File: config.mk
export PLATFORM = sky130hd
export DESIGN_NAME = control_unit_pipe
export DESIGN_NICKNAME = d
export VERILOG_FILES = /design/src/rtl/control_unit_pipe.sv
export SDC_FILE = /design/constraint.sdc
export NUM_CORES = 1
export LEC_CHECK = 0
export ABC_AREA = 1
export CORE_MARGIN = 2
export CORE_UTILIZATION = 33
export DETAILED_ROUTE_END_ITERATION = 8
export SETUP_SLACK_MARGIN = 0.02
export SLEW_MARGIN = 20
export SYNTH_ARGS = -nofsm -noshare
export SYNTH_HDL_FRONTEND = slang
export SYNTH_SLANG_ARGS = --single-unit
File: constraint.sdc
create_clock -name clk -period 1.71 [get_ports clk]
set_input_delay 0.171 -clock clk [delete_from_list [all_inputs] [get_ports clk]]
set_output_delay 0.171 -clock clk [all_outputs]
set_load 0.01 [all_outputs]
File: src/rtl/control_unit_pipe.sv
// Instruction decoder: valid/ready in, registered datapath control word out.
// Supports two-word ldl (long immediate), illegal-opcode flagging and a retired counter.
module control_unit_pipe #(
  parameter int DATA_W    = 16,
  parameter int REG_SEL_W = 4,
  parameter int OP_W      = 5,
  parameter int INSTR_W   = 32,
  parameter int CNT_W     = 16
) (
  input  logic                 clk,
  input  logic                 rst,
  input  logic [INSTR_W-1:0]   instr,
  input  logic                 instr_valid,
  output logic                 instr_ready,
  output logic                 ctrl_valid,
  input  logic                 ctrl_ready,
  output logic                 load_en,
  output logic [REG_SEL_W-1:0] dest_sel,
  output logic [REG_SEL_W-1:0] A_sel,
  output logic [REG_SEL_W-1:0] B_sel,
  output logic [3:0]           op_sel,
  output logic [DATA_W-1:0]    const_in,
  output logic                 const_sel,
  output logic [DATA_W-1:0]    data_in,
  output logic                 data_sel,
  output logic                 illegal,
  output logic                 illegal_seen,
  output logic [CNT_W-1:0]     retired
);

  localparam int F1_LSB  = INSTR_W - OP_W - REG_SEL_W;
  localparam int F2_LSB  = F1_LSB - REG_SEL_W;
  localparam int F3_LSB  = F2_LSB - REG_SEL_W;
  localparam int IMM_LSB = F2_LSB - DATA_W;

  typedef enum logic {S_OP, S_IMM} state_t;

  state_t                 state_q, state_d;
  logic                   ctrl_valid_q, ctrl_valid_d;
  logic                   load_en_q, load_en_d;
  logic [REG_SEL_W-1:0]   dest_q, dest_d, a_q, a_d, b_q, b_d, ldl_dest_q, ldl_dest_d;
  logic [3:0]             op_sel_q, op_sel_d;
  logic [DATA_W-1:0]      const_in_q, const_in_d, data_in_q, data_in_d;
  logic                   const_sel_q, const_sel_d, data_sel_q, data_sel_d;
  logic                   illegal_q, illegal_d, illegal_seen_q, illegal_seen_d;
  logic [CNT_W-1:0]       retired_q, retired_d;

  logic [OP_W-1:0]        op;
  logic [REG_SEL_W-1:0]   f1, f2, f3;
  logic [DATA_W-1:0]      imm;
  logic                   accept, issue;

  assign op  = instr[INSTR_W-1 -: OP_W];
  assign f1  = instr[F1_LSB +: REG_SEL_W];
  assign f2  = instr[F2_LSB +: REG_SEL_W];
  assign f3  = instr[F3_LSB +: REG_SEL_W];
  assign imm = instr[IMM_LSB +: DATA_W];

  assign instr_ready = !ctrl_valid_q || ctrl_ready;
  assign accept      = instr_valid && instr_ready;
  assign issue       = ctrl_valid_q && ctrl_ready;

  always_comb begin
    state_d        = state_q;
    ctrl_valid_d   = ctrl_valid_q;
    load_en_d      = load_en_q;
    dest_d         = dest_q;
    a_d            = a_q;
    b_d            = b_q;
    ldl_dest_d     = ldl_dest_q;
    op_sel_d       = op_sel_q;
    const_in_d     = const_in_q;
    const_sel_d    = const_sel_q;
    data_in_d      = data_in_q;
    data_sel_d     = data_sel_q;
    illegal_d      = 1'b0;
    illegal_seen_d = illegal_seen_q;
    retired_d      = retired_q;

    if (issue) begin
      ctrl_valid_d = 1'b0;
      retired_d    = retired_q + CNT_W'(1);
    end

    if (accept) begin
      if (state_q == S_IMM) begin
        ctrl_valid_d = 1'b1;
        load_en_d    = 1'b1;
        dest_d       = ldl_dest_q;
        a_d          = '0;
        b_d          = '0;
        op_sel_d     = 4'b0000;
        const_in_d   = '0;
        const_sel_d  = 1'b0;
        data_in_d    = instr[DATA_W-1:0];
        data_sel_d   = 1'b1;
        state_d      = S_OP;
      end else if (op == OP_W'(16)) begin
        // First ldl word only captures the destination; nothing is issued yet.
        ldl_dest_d = f1;
        state_d    = S_IMM;
      end else begin
        ctrl_valid_d = 1'b1;
        load_en_d    = 1'b1;
        a_d          = f1;
        b_d          = f2;
        dest_d       = f3;
        op_sel_d     = 4'b0000;
        const_in_d   = '0;
        const_sel_d  = 1'b0;
        data_in_d    = '0;
        data_sel_d   = 1'b0;
        case (op)
          OP_W'(0):  load_en_d = 1'b0;
          OP_W'(1):  begin b_d = '0; const_sel_d = 1'b1; op_sel_d = 4'b0101; end
          OP_W'(2):  op_sel_d = 4'b0000;
          OP_W'(3):  op_sel_d = 4'b0001;
          OP_W'(4):  op_sel_d = 4'b0100;
          OP_W'(5):  op_sel_d = 4'b0101;
          OP_W'(6):  op_sel_d = 4'b0110;
          OP_W'(7):  op_sel_d = 4'b0111;
          OP_W'(8), OP_W'(9), OP_W'(10), OP_W'(11), OP_W'(12): begin
            b_d         = '0;
            dest_d      = f2;
            const_sel_d = 1'b1;
            const_in_d  = imm;
            op_sel_d    = (op == OP_W'(8))  ? 4'b0000 :
                          (op == OP_W'(9))  ? 4'b0001 :
                          (op == OP_W'(10)) ? 4'b0100 :
                          (op == OP_W'(11)) ? 4'b0101 : 4'b0110;
          end
          OP_W'(13): begin b_d = f1; op_sel_d = 4'b0101; end
          OP_W'(14): op_sel_d = 4'b1001;
          OP_W'(15): op_sel_d = 4'b1000;
          default: begin
            load_en_d      = 1'b0;
            illegal_d      = 1'b1;
            illegal_seen_d = 1'b1;
          end
        endcase
      end
    end
  end

  always_ff @(posedge clk) begin
    if (rst) begin
      state_q        <= S_OP;
      ctrl_valid_q   <= 1'b0;
      load_en_q      <= 1'b0;
      dest_q         <= '0;
      a_q            <= '0;
      b_q            <= '0;
      ldl_dest_q     <= '0;
      op_sel_q       <= '0;
      const_in_q     <= '0;
      const_sel_q    <= 1'b0;
      data_in_q      <= '0;
      data_sel_q     <= 1'b0;
      illegal_q      <= 1'b0;
      illegal_seen_q <= 1'b0;
      retired_q      <= '0;
    end else begin
      state_q        <= state_d;
      ctrl_valid_q   <= ctrl_valid_d;
      load_en_q      <= load_en_d;
      dest_q         <= dest_d;
      a_q            <= a_d;
      b_q            <= b_d;
      ldl_dest_q     <= ldl_dest_d;
      op_sel_q       <= op_sel_d;
      const_in_q     <= const_in_d;
      const_sel_q    <= const_sel_d;
      data_in_q      <= data_in_d;
      data_sel_q     <= data_sel_d;
      illegal_q      <= illegal_d;
      illegal_seen_q <= illegal_seen_d;
      retired_q      <= retired_d;
    end
  end

  assign ctrl_valid   = ctrl_valid_q;
  assign load_en      = load_en_q;
  assign dest_sel     = dest_q;
  assign A_sel        = a_q;
  assign B_sel        = b_q;
  assign op_sel       = op_sel_q;
  assign const_in     = const_in_q;
  assign const_sel    = const_sel_q;
  assign data_in      = data_in_q;
  assign data_sel     = data_sel_q;
  assign illegal      = illegal_q;
  assign illegal_seen = illegal_seen_q;
  assign retired      = retired_q;

endmodule

==> results.py, run 1 <==
metrics = {
    "setup_path": {
        "r2r_slack_ps": 280,
        "criticalPathCategory": "reg2out",
        "crit_fanout": 6,
        "critPathLaunchType": "register",
        "critPathMaxStageDelay_ps": 580,
        "cp.required_ps": 1540,
        "cp-end-kind": "primary output",
        "path_delay_family": "buffers and inverters",
        "crit_buf_inv": 1,
        "crit_chain": "clkdlybuf4s50_1",
        "cp.arrival_ps": 1390,
        "crit_slowest_cell": "clkdlybuf4s50_1",
    },
    "timing": {
        "slew_viol_final": 0,
        "fin_crit_sh": 0.9112,
        "finClkSkew_ps": 12.95,
        "fin_setup_tns_ps": 0,
        "max-slew-margin-rel": 0.6158,
        "finalHoldViolCount": 0,
        "fin_crit_ps": 1558,
        "grt_setup_unrepaired": "false",
        "clock.fmax_mhz": 641.8,
        "report.final.setup_viol": 0,
        "worst_slew_pin_slew_ps": 575.7,
    },
    "drt": {
        "num_vias": 3224,
        "drt_iter0_markers": 128,
        "drc_errors": 0,
        "wl_mm": 9.057,
        "ant_nets": 0,
        "drt_first_pass_iters": 4,
        "wl_per_cell_um": 13.30,
        "via_per_inst": 4.734,
    },
    "layout": {
        "drive_gt1_frac": 0.1413,
        "area_growth_pct": 41.48,
        "final_common_cell": "clkdlybuf4s50_1",
        "nFillCells": 1028,
        "final_nets": 577,
        "finalInstanceArea_sq_um": 4810,
        "most-common-layout-cells": "clkdlybuf4s50_1 (105), nand2_1 (79), dfxtp_1 (75)",
        "n_antenna_cell": 0,
    },
    "synth": {
        "ys_async_sr_fraction": 0,
        "netlist_area_sq_um": 3400,
        "synthDistinctLibCells": 35,
        "syn_nets": 466,
        "netlist_instances": 429,
        "synth_area_per_cell_sq_um": 7.924,
        "ys_warn_count": 0,
        "seq_area_frac_synth": 0.4417,
        "synth_edf_count": 0,
        "ys_ff_latch": 75,
        "ys.flop_type": "dfxtp_1",
    },
    "grt": {
        "grt_max_degree": 61,
        "antenna_found_initial": 0,
        "grt_usage": 0.1668,
        "grt_pass1_wl_mm": 15.10,
        "grt_pass1_vias": 3060,
        "grt_overflow": 0,
    },
    "clocking": {
        "cts_buffer_depth": 2,
        "numCtsBuffers": 9,
        "post_cts_buffers": 0,
        "clk_pin_slew_worst_paths_ps": 90,
        "htree_levels": 3,
        "cts_sinks": 75,
        "cts_tree": "built",
        "cts_hold_buf": 0,
        "clkLatencyLatePin_ps": 350,
        "root_buffer": "clkbuf_8",
    },
    "floorplanning": {
        "start_util": 0.3353,
        "pin_count": 107,
        "rows": 37,
        "dieArea_sq_um": 11130,
        "core_sq_um": 10140,
        "dieHeight_um": 105.5,
        "die_w_um": 105.5,
    },
    "placed_design": {
        "gp_congestion": 0.8073,
        "port_buffers": 106,
        "place_area_sq_um": 4632,
        "hpwlAfterDp_mm": 6.581,
    },
    "pwr": {
        "powerDensity_nw_per_um2": 743.0,
        "ir_drop_uv": 348.1,
        "power.leakage_nw": 1.766,
        "totalPowerFinal_mw": 3.573,
    },
    "run": {
        "max_cap_viol_count": 0,
    },
    "min_path": {
        "hp-class": "in2reg",
    },
    "status": {
        "status": "complete, no violations",
    },
}
[sequential cells by signal, summed over array words and instances, names as in the netlist]
name,count
ctrl_valid,1
A_sel,4
data_sel,1
B_sel,4
const_sel,1
const_in,16
illegal,1
state_q,1
retired,16
ldl_dest_q,4
dest_sel,4
load_en,1
illegal_seen,1
data_in,16
op_sel,4
[worst paths after layout]
check / end / from / depth (start not counted)
max: retired[11] / retired[11] / 1
min: retired[6] / rst / 3
min reg2reg: A_sel[2] / A_sel[2] / 2
max reg2reg: retired[14] / retired[0] / 9
[through the flow]
step,instances,hold WS [ps],utilization,worst slack (ps)
after global placement,665,444.6,0.4569,19.32
after detailed placement,665,453.8,0.4569,-40.98
after floorplan,429,313.7,-,354.5
after global routing,681,316.5,0.4744,54.97
final,681,308.5,0.4744,151.8
after CTS,681,293.8,0.4737,127.1
[per-layer routing]
layer  GRT usage  vias up  share of wire
met1      0.2184     1502           0.48
met3     0.03092       10          0.046
met2      0.2751       79           0.47
met5           0        -              0
met4     0.05827        0          0.011
li1            -     1633              -
[timing repair]
item,in CTS,in global routing
resized for setup,0,2
endpoints found under the setup margin,0,2
hold endpoints to repair,0,0
[cell usage after synthesis (2+ instances only)]
| master | count | area (sq um) |
|---|---|---|
| a21oi_1 | 42 | 210.2 |
| a22oi_1 | 18 | 135.1 |
| buf_6 | 4 | 45.04 |
| inv_1 | 38 | 142.6 |
| nand2_1 | 79 | 296.5 |
| dfxtp_1 | 75 | 1501 |
| a211oi_1 | 2 | 15.01 |
| nand3_2 | 9 | 90.09 |
| nor2_2 | 4 | 25.02 |
| nand2_2 | 3 | 18.77 |
| inv_2 | 4 | 15.01 |
| o21ai_0 | 15 | 75.07 |
| nand4_1 | 4 | 25.02 |
| buf_4 | 5 | 37.54 |
| nand3_4 | 3 | 52.55 |
| a21oi_2 | 6 | 52.55 |
| nand2_4 | 4 | 45.04 |
| nor2_1 | 49 | 183.9 |
| buf_8 | 2 | 30.03 |
| nor3_1 | 2 | 10.01 |
| nand3_1 | 32 | 160.2 |
| nor2_4 | 5 | 56.30 |
| nor3b_1 | 2 | 15.01 |
| clkbuf_1 | 7 | 26.28 |
| o211ai_2 | 4 | 50.05 |
| buf_2 | 2 | 10.01 |
[layout make-up]
class                      instances  area [sq um]  area share
inverter                          45         177.7     0.03694
multi-input combinational        289          1579      0.3283
sequential                        75          1501      0.3122
tap                              136         170.2     0.03538
clock inverter                     6         42.54    0.008845
timing repair buffer             120          1211      0.2518
clock buffer                      10         127.6     0.02653
[report_power, final]
group / leakage (nW) / switching, mW / internal [mW]
Clock: 0.0822 / 0.672 / 0.527
Sequential: 0.608 / 0.0317 / 1.80
Combinational: 1.08 / 0.287 / 0.260
[logic make-up (layout without fill, tap and decap cells)]
family,Yosys count,count (layout),share of synthesized area
adder cells (fa/ha/maj),1,1,0.003680
XOR/XNOR,1,1,0.002577
buffers and inverters,65,181,0.09606
AO/OA/AOI/OAI,89,89,0.1623
AND/OR/NAND/NOR,198,198,0.2937
flip-flops,75,75,0.4417
Power figures use the tool's default switching activity.
==> run 2, diff against run 1 <==
--- a/config.mk
+++ b/config.mk
@@ -8,6 +8,7 @@
 export ABC_AREA = 1
 export CORE_MARGIN = 2
 export CORE_UTILIZATION = 33
+export CTS_CLUSTER_SIZE = 25
 export DETAILED_ROUTE_END_ITERATION = 8
 export SETUP_SLACK_MARGIN = 0.02
 export SLEW_MARGIN = 20
==> results of run 2 <==
Same layout as run 1: the final DEF is identical, and so are final timing and power.
==> run 3, diff against run 2 <==
--- a/config.mk
+++ b/config.mk
@@ -10,7 +10,9 @@
 export CORE_UTILIZATION = 33
 export CTS_CLUSTER_SIZE = 25
 export DETAILED_ROUTE_END_ITERATION = 8
+export HOLD_SLACK_MARGIN = 0.12
 export SETUP_SLACK_MARGIN = 0.02
+export SKIP_LAST_GASP = 1
 export SLEW_MARGIN = 20
 export SYNTH_ARGS = -nofsm -noshare
 export SYNTH_HDL_FRONTEND = slang
==> results of run 3 <==
Same layout as run 1: the final DEF is identical, and so are final timing and power.
